[config.mk]
export PLATFORM = sky130hd
export DESIGN_NAME = data_memory_arbiter
export DESIGN_NICKNAME = d
export VERILOG_FILES = /design/src/rtl/data_memory_arbiter_pkg.sv /design/src/rtl/data_memory_arbiter_rr_arbiter.sv /design/src/rtl/data_memory_arbiter.sv
export SDC_FILE = /design/constraint.sdc
export NUM_CORES = 1
export LEC_CHECK = 0
export ABC_AREA = 1
export CAP_MARGIN = 10
export CORE_MARGIN = 4
export CORE_UTILIZATION = 29
export CTS_BUF_LIST = sky130_fd_sc_hd__clkbuf_8
export DETAILED_ROUTE_END_ITERATION = 8
export GPL_ROUTABILITY_DRIVEN = 0
export GPL_TIMING_DRIVEN = 0
export PLACE_DENSITY = 0.63
export SYNTH_ARGS = -nofsm -noshare
export SYNTH_HDL_FRONTEND = slang
export SYNTH_SLANG_ARGS = --single-unit
[constraint.sdc]
create_clock -name clk -period 5 [get_ports clk]
set_input_delay 0.5 -clock clk [delete_from_list [all_inputs] [get_ports clk]]
set_output_delay 0.5 -clock clk [all_outputs]
set_load 0.02 [all_outputs]
[src/rtl/data_memory_arbiter_pkg.sv]
// Shared encodings for the data memory write scheduler: op codes, FSM states, register count.
`ifndef DATA_MEMORY_ARBITER_PKG_SV
`define DATA_MEMORY_ARBITER_PKG_SV
package data_memory_arbiter_pkg;

  localparam int unsigned NUM_REGS = 4;

  typedef enum logic [1:0] {
    OP_WRITE = 2'b00,
    OP_ADD   = 2'b01,
    OP_SUB   = 2'b10,
    OP_XOR   = 2'b11
  } op_e;

  typedef enum logic {
    ST_INIT = 1'b0,
    ST_RUN  = 1'b1
  } state_e;

endpackage
`endif

[src/rtl/data_memory_arbiter_rr_arbiter.sv]
// Combinational round-robin picker: first set request at or after the pointer, wrapping.
module data_memory_arbiter_rr_arbiter #(
  parameter int unsigned NUM_REQ = 4,
  parameter int unsigned IDX_W   = 2
) (
  input  logic [NUM_REQ-1:0] i_req,
  input  logic [IDX_W-1:0]   i_ptr,
  output logic [NUM_REQ-1:0] o_grant_c,
  output logic [IDX_W-1:0]   o_idx_c,
  output logic               o_valid_c
);

  logic [IDX_W:0] w_pos;

  // Scan from farthest to nearest so the candidate closest to the pointer wins.
  always_comb begin
    o_grant_c = '0;
    o_idx_c   = '0;
    o_valid_c = 1'b0;
    w_pos     = '0;
    for (int i = NUM_REQ - 1; i >= 0; i--) begin
      w_pos = (IDX_W+1)'(i_ptr) + (IDX_W+1)'(i);
      if (w_pos >= (IDX_W+1)'(NUM_REQ)) begin
        w_pos = w_pos - (IDX_W+1)'(NUM_REQ);
      end
      if (i_req[w_pos[IDX_W-1:0]]) begin
        o_grant_c                    = '0;
        o_grant_c[w_pos[IDX_W-1:0]]  = 1'b1;
        o_idx_c                      = w_pos[IDX_W-1:0];
        o_valid_c                    = 1'b1;
      end
    end
  end

endmodule

[src/rtl/data_memory_arbiter.sv]
// Round-robin write scheduler owning the register file's write_id/new_data; zero-fills the
// file after reset and supports WRITE/ADD/SUB/XOR read-modify-write transactions.
module data_memory_arbiter
  import data_memory_arbiter_pkg::*;
#(
  parameter int unsigned NUM_REQ = 4,
  parameter int unsigned DATA_W  = 8,
  parameter int unsigned ID_W    = 2
) (
  input  logic                      clk,
  input  logic                      reset,
  input  logic [NUM_REQ-1:0]        req,
  input  logic [NUM_REQ*ID_W-1:0]   req_id,
  input  logic [NUM_REQ*2-1:0]      req_op,
  input  logic [NUM_REQ*DATA_W-1:0] req_data,
  input  logic [DATA_W-1:0]         reg1,
  input  logic [DATA_W-1:0]         reg2,
  input  logic [DATA_W-1:0]         reg3,
  input  logic [DATA_W-1:0]         reg4,
  output logic [ID_W-1:0]           write_id,
  output logic [DATA_W-1:0]         new_data,
  output logic [NUM_REQ-1:0]        ack,
  output logic                      busy
);

  localparam int unsigned PTR_W = (NUM_REQ > 2) ? $clog2(NUM_REQ) : 1;

  state_e              r_state;
  logic [ID_W-1:0]     r_cnt;
  logic [PTR_W-1:0]    r_ptr;
  logic [ID_W-1:0]     r_write_id;
  logic [DATA_W-1:0]   r_new_data;
  logic [NUM_REQ-1:0]  r_ack;
  logic                r_busy;

  logic [NUM_REQ-1:0]  w_grant;
  logic [PTR_W-1:0]    w_idx;
  logic                w_valid;
  logic [ID_W-1:0]     w_id;
  op_e                 w_op;
  logic [DATA_W-1:0]   w_data;
  logic [DATA_W-1:0]   w_cur;
  logic [DATA_W-1:0]   w_result;
  logic [PTR_W-1:0]    w_ptr_nxt;

  assign write_id = r_write_id;
  assign new_data = r_new_data;
  assign ack      = r_ack;
  assign busy     = r_busy;

  data_memory_arbiter_rr_arbiter #(
    .NUM_REQ (NUM_REQ),
    .IDX_W   (PTR_W)
  ) u_rr (
    .i_req     (req),
    .i_ptr     (r_ptr),
    .o_grant_c (w_grant),
    .o_idx_c   (w_idx),
    .o_valid_c (w_valid)
  );

  // Route the granted requester's slice.
  always_comb begin
    w_id   = '0;
    w_op   = OP_WRITE;
    w_data = '0;
    for (int k = 0; k < NUM_REQ; k++) begin
      if (w_idx == PTR_W'(k)) begin
        w_id   = req_id[k*ID_W +: ID_W];
        w_op   = op_e'(req_op[k*2 +: 2]);
        w_data = req_data[k*DATA_W +: DATA_W];
      end
    end
  end

  // Current contents of the target register; the file commits on the falling edge,
  // so a back-to-back RMW already sees the previous result here.
  always_comb begin
    w_cur = reg4;
    case (w_id)
      ID_W'(0): w_cur = reg1;
      ID_W'(1): w_cur = reg2;
      ID_W'(2): w_cur = reg3;
      default:  w_cur = reg4;
    endcase
  end

  always_comb begin
    w_result = w_data;
    case (w_op)
      OP_WRITE: w_result = w_data;
      OP_ADD:   w_result = w_cur + w_data;
      OP_SUB:   w_result = w_cur - w_data;
      OP_XOR:   w_result = w_cur ^ w_data;
      default:  w_result = w_data;
    endcase
  end

  assign w_ptr_nxt = (w_idx == PTR_W'(NUM_REQ - 1)) ? '0 : w_idx + PTR_W'(1);

  // Idle cycles leave write_id/new_data untouched, so the file rewrites the same value.
  always_ff @(posedge clk or negedge reset) begin
    if (!reset) begin
      r_state    <= ST_INIT;
      r_cnt      <= '0;
      r_ptr      <= '0;
      r_write_id <= '0;
      r_new_data <= '0;
      r_ack      <= '0;
      r_busy     <= 1'b1;
    end else begin
      case (r_state)
        ST_INIT: begin
          r_write_id <= r_cnt;
          r_new_data <= '0;
          r_ack      <= '0;
          r_cnt      <= r_cnt + ID_W'(1);
          if (r_cnt == ID_W'(NUM_REGS - 1)) begin
            r_state <= ST_RUN;
            r_busy  <= 1'b0;
          end
        end
        ST_RUN: begin
          r_ack <= '0;
          if (w_valid) begin
            r_write_id <= w_id;
            r_new_data <= w_result;
            r_ack      <= w_grant;
            r_ptr      <= w_ptr_nxt;
          end
        end
        default: r_state <= ST_INIT;
      endcase
    end
  end

endmodule

Yosys cells after proc, flatten, opt, wreduce, memory -nomap -nowiden --
Index checks and enable logic that the tools add are counted.
Storage, ports and cells: word-level logic and storage cells 106, output and inout bits 15, input bits 86, register bits 20
Operators by class: order comparisons 12, bitwise operators 2, mux-type cells 55, eq/ne operators 10, reductions and logical operators 9, add/sub/neg operators 11
Operators by type and width (count):
- $mux W8 | 5
- $mux W2 | 18
- $pmux W8 S4 | 1
- $pmux W8 S3 | 1
- $mux W4 | 5
- $pmux W8 S2 | 1
- $mux W1 | 14
- $eq A2 B2 Y1 const B | 6
- $lt A2 B3 Y1 const B | 4
- $ge A3 B3 Y1 const B | 3
- $add A8 B8 Y8 | 1
- $bmux W1 S2 | 4
- $demux W1 S2 | 4
- $ge A2 B1 Y1 const B | 4
- $pmux W4 S2 | 1
- $sub A2 B1 Y2 const B | 4
- $sub A8 B8 Y8 | 1
- $xor A8 B8 Y8 | 1
- $add A2 B2 Y3 const B | 2
- $eq A2 B1 Y1 const B | 3
- $logic_not A2 Y1 | 3
- $add A2 B1 Y2 const B | 2
- $logic_and A1 B1 Y1 | 4
- $pmux W2 S2 | 1
- other kinds (5) | 6

Logic depth before layout (Yosys ltp) --
Gate-level depths: netlist of run 1.
depth after elaboration 20, mapped depth 36

By module --
A second synthesis of run 1 with hierarchy kept.
Unflattened totals: cells, all modules 462, area, all modules 2861.5 µm²
By module, submodules not included:
- data_memory_arbiter | area each 2369.8 µm², cells each 374, sequential area each 501.7 µm², times used 1
- data_memory_arbiter_rr_arbiter | area each 491.7 µm², cells each 88, sequential area each 0.0 µm², times used 1

Worst setup path before layout of run 1 --
No wires, ideal clock.
path kind reg2reg, start register r_ptr[0], end register r_new_data[6] (netlist: new_data[6]), clock period less this slack 4.477 ns, cell stages (with the launch flop) 33, arrival time 4.361 ns, required time 4.884 ns, setup slack 0.523 ns, cell sequence dfrtp_1 -> buf_2 -> inv_1 -> ha_1 -> or2_2 -> nand2_1 -> inv_2 -> nand2_1 -> nand3_1 -> nand2_1 -> inv_1 -> ha_1 -> buf_2 -> inv_1 -> nor2_2 -> a22oi_1 -> nand2_1 -> a22oi_1 -> ha_1 -> nor2_1 -> xor2_1 -> ha_1 -> inv_1 -> nor2_1 -> o21ai_0 -> nand2_1 -> nand2_1 -> nand2_1 -> a21oi_1 -> xor2_1 -> o211ai_1 -> nand2_1 -> nand2_1
On the way: longest elaborated chain between the ends 20
Ends and longest elaborated chain:
- from (decl) | RTL line data_memory_arbiter.sv:30 | logic [PTR_W-1:0] r_ptr;
- from (signal assigned) | RTL line data_memory_arbiter.sv:129 | r_ptr <= w_ptr_nxt;
- $add A2 B2 Y3 | RTL line data_memory_arbiter_rr_arbiter.sv:22 | w_pos = (IDX_W+1)'(i_ptr) + (IDX_W+1)'(i);
- $ge A3 B3 Y1 / $sub A2 B1 Y2 (equally long branches) | RTL line data_memory_arbiter_rr_arbiter.sv:23, data_memory_arbiter_rr_arbiter.sv:24
- $mux W2 | RTL line data_memory_arbiter_rr_arbiter.sv:23 | if (w_pos >= (IDX_W+1)'(NUM_REQ)) begin
- $bmux W1 S2 | RTL line data_memory_arbiter_rr_arbiter.sv:26 | if (i_req[w_pos[IDX_W-1:0]]) begin
- $mux W1 (implied by the code) | RTL line data_memory_arbiter_rr_arbiter.sv:26
- $mux W2 (4 in series) | RTL line data_memory_arbiter_rr_arbiter.sv:26
- $logic_not A2 Y1 | RTL line data_memory_arbiter.sv:68 | if (w_idx == PTR_W'(k)) begin
- $mux W2 (4 in series) | RTL line data_memory_arbiter.sv:68
- $eq A2 B2 Y1 (tied with other cells) | RTL line data_memory_arbiter.sv:80 | case (w_id)
- $pmux W8 S3 | RTL line data_memory_arbiter.sv:80
- $sub A8 B8 Y8 (tied with other cells) | RTL line data_memory_arbiter.sv:93 | OP_SUB: w_result = w_cur - w_data;
- $pmux W8 S4 | RTL line data_memory_arbiter.sv:90 | case (w_op)
- $mux W8 | RTL line data_memory_arbiter.sv:125 | if (w_valid) begin
- $pmux W8 S2 | RTL line data_memory_arbiter.sv:112 | case (r_state)
- to (signal assigned) | RTL line data_memory_arbiter.sv:127 | r_new_data <= w_result;
- to (decl) | RTL line data_memory_arbiter.sv:32 | logic [DATA_W-1:0] r_new_data;
Parallel ways exist; a longest one is shown, timed or not. The select of a mux whose other input is x is not followed. A chain may end at the register's enable or synchronous reset.

Worst setup path in the final report of run 1 --
start register r_ptr[0], end register r_new_data[7] (netlist: new_data[7])
Same word-level chain as after synthesis.

==> results of run 1 <==
==> layout make-up <==
type,instances,area [µm²]
timing repair buffer,107,1054
buffer,11,92.59
fill,957,5069
tap,111,138.9
clock buffer,3,41.29
clock inverter,1,30.03
multi-input combinational,340,2051
inverter,58,217.7
sequential,20,503.0
==> what timing repair did <==
item,4_1_cts,5_1_grt
setup buffers,1,6
endpoints found under the setup margin,2,5
pin swaps,0,6
gates resized for setup,5,34
==> layer usage <==
metal	global-route usage [%]	up-vias	part of all wire (%)	routed length (µm)
met2	28.32	80	50	4515
met4	3.936	0	1.5	134
li1	-	1622	-	-
met3	1.853	9	5.0	447
met5	0	-	0	0
met1	21.23	1473	43	3919
==> synthesized netlist by cell type (all sizes together) <==
| cell type | instances |
|---|---|
| nand2 | 138 |
| inv | 58 |
| nand3 | 45 |
| nor2 | 34 |
| ha | 25 |
| a21oi | 24 |
| dfrtp | 19 |
| o21ai | 19 |
| o211ai | 11 |
| buf | 10 |
| or2 | 8 |
| xor2 | 6 |
| a22oi | 5 |
| a21boi | 4 |
| a31oi | 4 |
| a211oi | 3 |
| mux2i | 3 |
| nand4 | 3 |
| a221oi | 1 |
| a32o | 1 |
| clkbuf | 1 |
| dfstp | 1 |
| fa | 1 |
| nand3b | 1 |
| o21a | 1 |
| o22ai | 1 |
| o31ai | 1 |
| xnor2 | 1 |
==> registers in the layout, summed over array words and instances (netlist names) <==
register and cells:
new_data 8, ack 4, r_cnt 2, r_ptr 2, write_id 2, busy 1
r_state 1
==> worst reg2reg max path, delay by kind of cell (launching register included) <==
kind	cells	cell delay (ps)
and+or+nand+nor	16	1560
adders and majority gates	4	920
AOI/OAI and AO/OA	4	780
buffers and inverters	7	700
DFF	1	390
xor gates and xnor gates	1	180
==> logic make-up after synthesis <==
logic type	count (synthesis)
muxes	3
adders and majority gates	26
and+or+nand+nor	229
AOI/OAI and AO/OA	75
DFF	20
xor gates and xnor gates	7
buffers and inverters	69
==> through the flow <==
step	worst slack [ps]	TNS, ps	instances	hold WS [ps]	cell area [µm²]
floorplan	522.7	0	429	204.4	2738
global placement	-333.2	-565.8	640	473.7	3877
detailed placement	-358.1	-709.3	640	476.4	3877
CTS	19.58	0	645	488.7	3973
global route	-13.08	-13.08	651	509.4	4128
finish	370.9	0	651	485.2	4128
==> how the worst max path moves through the flow <==
stage,from,end,slack (ps),cells past startpoint
final,r_ptr[0]$_DFFE_PN0P_,new_data[7]$_DFFE_PN0P_,370,32
after detailed placement,req[3],new_data[6]$_DFFE_PN0P_,-360,29
after global routing,req[3],new_data[6]$_DFFE_PN0P_,-10,32
after CTS,r_ptr[1]$_DFFE_PN0P_,new_data[6]$_DFFE_PN0P_,20,32
after floorplan,r_ptr[0]$_DFFE_PN0P_,new_data[6]$_DFFE_PN0P_,520,32
after global placement,req[3],new_data[6]$_DFFE_PN0P_,-330,29
==> impl_metrics.ini, run 1 <==
[clock_network]
hold_buffers = 0
cts_root_buf = clkbuf_8
cts_buffer_depth = 2
h-tree-depth = 1
cts_tree = yes
clk_pin_slew_ps = 80
numCtsBuffers = 3
cts.sinks = 20
clk_latency_ps = 270

[yosys]
synth_top_area_cell = nand2_1
synth_compound_area_share_pct = 19.01
syn-num-nets = 541
synthSimpleGateAreaFrac_pct = 36.24
yosys_register_bits = 20
synthMuxAreaShare_pct = 1.097
ys_seq_area_share_pct = 18.33
netlist_area_um2 = 2738
synth_area_per_cell_um2 = 6.381
synth_top_cell_area_share_pct = 18.10
synth_xor_area_share_pct = 2.239
netlist_top_cells_area = nand2_1 (18%), dfrtp_1 (17%), ha_1 (11%)
yosys_warnings = 0
synthCells = 429
synth_cell_type_count = 40
synthAdderAreaFrac_pct = 12.16
synth_top_family_by_area = simple AND/OR/NAND/NOR gates

[floorplan]
ios = 101
rows = 35
floorplan.initialDensity_pct = 29.77
die_w_um = 105.2
die_h_um = 105.2
dieArea_um2 = 11060
coreArea_um2 = 9196

[grt]
grt_use_total_pct = 16.21
grt_max_degree = 21
antenna_found_initial = 0
grt_pass1_wl_um = 14860
grt_pass1_vias = 3079
overflow = 0

[critical_path]
r2r_slack_ps = 370
crit_family = simple AND/OR/NAND/NOR gates
start_kind = register
path_class = register to register
rr_worst_depth = 32
path_buf_inv = 7
cp_max_fo = 9
regToRegEndpoint = new_data[7]$_DFFE_PN0P_
cp_common_cell = nand2_1
critical-path-max-stage-delay_ps = 390
critPathArrivalTime_ps = 4800
reg2reg_from = r_ptr[0]$_DFFE_PN0P_
cp-end-kind = register
worstPathRequired_ps = 5170
crit_path_top_delay_cell = dfrtp_1

[route]
ant_nets = 0
drt_iter0_markers = 124
vias = 3184
drc = 0
wl_per_cell_um = 13.85
drt_first_pass_iters = 4
vias_per_cell = 4.891
wl_um = 9017

[sta]
worstMarginPinSlew_ps = 933.8
slew_headroom_pct = 37.55
setup_viol = 0
max_freq_mhz = 216.0
drv_slew = 0
hold_violations = 0
timing.final.crit_share_pct = 92.58
min_period_ps = 4629
finClkSkew_ps = 10.91

[worst_hold_path]
min_to = busy$_DFFE_PN1P_
whs_path_depth = 1
hp-class = register to register
holdCritStartpoint = busy$_DFFE_PN1P_

[final_layout]
final_core_util_pct = 44.88
fin_nets = 653
layout_commonest_cell = nand2_1
layout-drive-gt1-share_pct = 14.44
diodes = 0
layout.cells.most_common_list = nand2_1 (129), clkdlybuf4s50_1 (100), inv_1 (48)
area_growth_pct = 50.78

[run_status]
status = complete, no violations

[place]
hpwl_um = 7445
io_buffers = 100

[run]
maxCapViolCount = 0
Power of run 1 is not shown: default switching activity piles up to over one toggle a cycle in this logic, so the estimate is an artifact.
==> run 2, diff against run 1 <==
SYNTH_HIERARCHICAL = 1   (was not set)
==> impl_metrics.ini, run 2 <==
[final_layout]
seq_area_um2 = 504.2
fillers = 974
layout_commonest_cell = nand2_1
fin_area_um2 = 4302
multi_input_area_um2 = 2132
diodes = 0
layout.cells.most_common_list = nand2_1 (141), clkdlybuf4s50_1 (100), inv_1 (58)
layout-drive-gt1-share_pct = 15.10
largest_reg_flops = 8
area_growth_pct = 50.33
fin_nets = 689

[route]
ant_nets = 0
drt_first_pass_iters = 5
drt_iter0_markers = 168
wl_per_cell_um = 12.67
wl_um = 8933
vias = 3254
drc = 0
vias_per_cell = 4.616

[yosys]
ys_seq_area_share_pct = 17.53
synth_top_area_cell = nand2_1
synth_cell_type_count = 42
yosys_register_bits = 20
synth_compound_area_share_pct = 14.74
synthSimpleGateAreaFrac_pct = 42.15
synth_top_cell_area_share_pct = 18.89
synth_flop_cell = dfrtp_1
synthMostInstantiatedCell = nand2_1
synth_top_family_by_area = simple AND/OR/NAND/NOR gates
yosys-top-cells-count = nand2_1 (144), inv_1 (62), nand3_1 (54)
syn-num-nets = 574
synthAdderAreaFrac_pct = 11.63
netlist_top_cells_area = nand2_1 (19%), dfrtp_1 (17%), ha_1 (11%)
synthCells = 462
netlist_area_um2 = 2861
synthMuxAreaShare_pct = 0
synth-edff-count = 0
yosys_warnings = 6
synth_area_per_cell_um2 = 6.194
synth_xor_area_share_pct = 1.836
async_reset_ff_share_pct = 100.0

[sta]
slew_headroom_pct = 39.75
drv_slew = 0
max_freq_mhz = 211.7
setup_viol = 0
hold_violations = 0
finClkSkew_ps = 4.748
tns_ps = 0
min_period_ps = 4723
timing.final.crit_share_pct = 94.45
worstMarginPinSlew_ps = 900.9

[critical_path]
worstPathRequired_ps = 5200
path_class = register to register
critPathArrivalTime_ps = 4920
cp_common_cell = nand2_1
critical-path-max-stage-delay_ps = 420
cp-end-kind = register
crit_path_top_delay_cell = dfrtp_2
r2r_slack_ps = 280
start_kind = register
cp_max_fo = 10

[floorplan]
dieArea_um2 = 11520
coreArea_um2 = 9415
die_h_um = 107.3
rows = 35
die_w_um = 107.3
ios = 101
floorplan.initialDensity_pct = 30.39

[run_status]
status = complete, no violations

[grt]
grtUsageMet1_pct = 20.48
grt_use_total_pct = 15.42
grt_busiest_layer = met2
met2_usage_pct = 25.78
overflow = 0
grt_pass1_vias = 3210
antenna_found_initial = 0
met3_usage_pct = 4.019
grt_pass1_wl_um = 14830
grt_max_degree = 21

[run]
maxCapViolCount = 0

[clock_network]
clk_latency_ps = 260
numCtsBuffers = 3
cts_tree = yes
cts_root_buf = clkbuf_8
cts.sinks = 20
cts_buffer_depth = 2
h-tree-depth = 1
clk_pin_slew_ps = 80

[place]
io_buffers = 100
placed_area_um2 = 4024
hpwl_um = 7432

[worst_hold_path]
hp-class = register to register
[run 2: changes by cell type after synthesis, moves of 5 or more]
cell	change
nand2_1	+12
nor2_1	+11
inv_1	+9
nand3_1	+9
o211ai_1	-7
a21oi_1	+5
nand3_2	+5
[run 2: routing by layer]
layer | up-vias | wire length, µm
met5 | - | 0
met4 | 0 | 63
met3 | 4 | 690
met2 | 110 | 4111
met1 | 1439 | 4068
li1 | 1701 | -
[run 2: cell type report]
| cell class | count | share of cell area (%) |
|---|---|---|
| clock buffers | 3 | 0.9599 |
| clock inverters | 1 | 0.6981 |
| well taps | 129 | 3.752 |
| repair buffers | 111 | 25.19 |
| flip-flops and latches | 20 | 11.72 |
| inverters | 70 | 6.515 |
| multi-input cells | 364 | 49.56 |
| plain buffers | 7 | 1.600 |
[run 2: path summary, 6_finish.rpt]
| kind | from | to | cells after the start |
|---|---|---|---|
| setup / recovery | r_ptr[1]$_DFFE_PN0P_ | new_data[6]$_DFFE_PN0P_ | 34 |
| hold / removal | new_data[7]$_DFFE_PN0P_ | new_data[7]$_DFFE_PN0P_ | 2 |
| setup reg to reg | r_ptr[1]$_DFFE_PN0P_ | new_data[6]$_DFFE_PN0P_ | 34 |
| hold reg to reg | new_data[7]$_DFFE_PN0P_ | new_data[7]$_DFFE_PN0P_ | 2 |
| max in group asynchronous | reset | r_ptr[1]$_DFFE_PN0P_ | 1 |
| min in group asynchronous | reset | ack[3]$_DFF_PN0_ | 1 |
[run 2: cell families (layout without fill, tap and decap cells)]
group,after synthesis,count (layout)
xor gates and xnor gates,6,6
DFF,20,20
AOI/OAI and AO/OA,63,63
and+or+nand+nor,269,269
adders and majority gates,26,26
buffers and inverters,78,192
[run 2: what timing repair did]
item	in CTS	in global routing
buffers inserted	3	8
pin swaps	1	9
setup endpoints to repair	4	3
hold buffers	0	0
endpoints found under the hold margin	0	0
resized for setup	15	22
[run 2: per-stage QoR]
step	setup WS, ps	hold WS (ps)	cells	util, %
floorplan	359.1	204.4	462	-
global placement	-437.1	467.9	691	42.74
detailed placement	-611.7	467.6	691	42.74
CTS	14.98	486.6	698	44.29
global route	-22.18	493.8	705	45.69
finish	277.3	480.7	705	45.69
[run 2: worst max-delay path: cells and delay by family, from the launching register on]
family                     cells  cell delay, ps
and+or+nand+nor               14            1480
AOI/OAI and AO/OA              8            1200
adders and majority gates      4             860
buffers and inverters          8             710
DFF                            1             420
Power of run 2 is left out for the same reason.
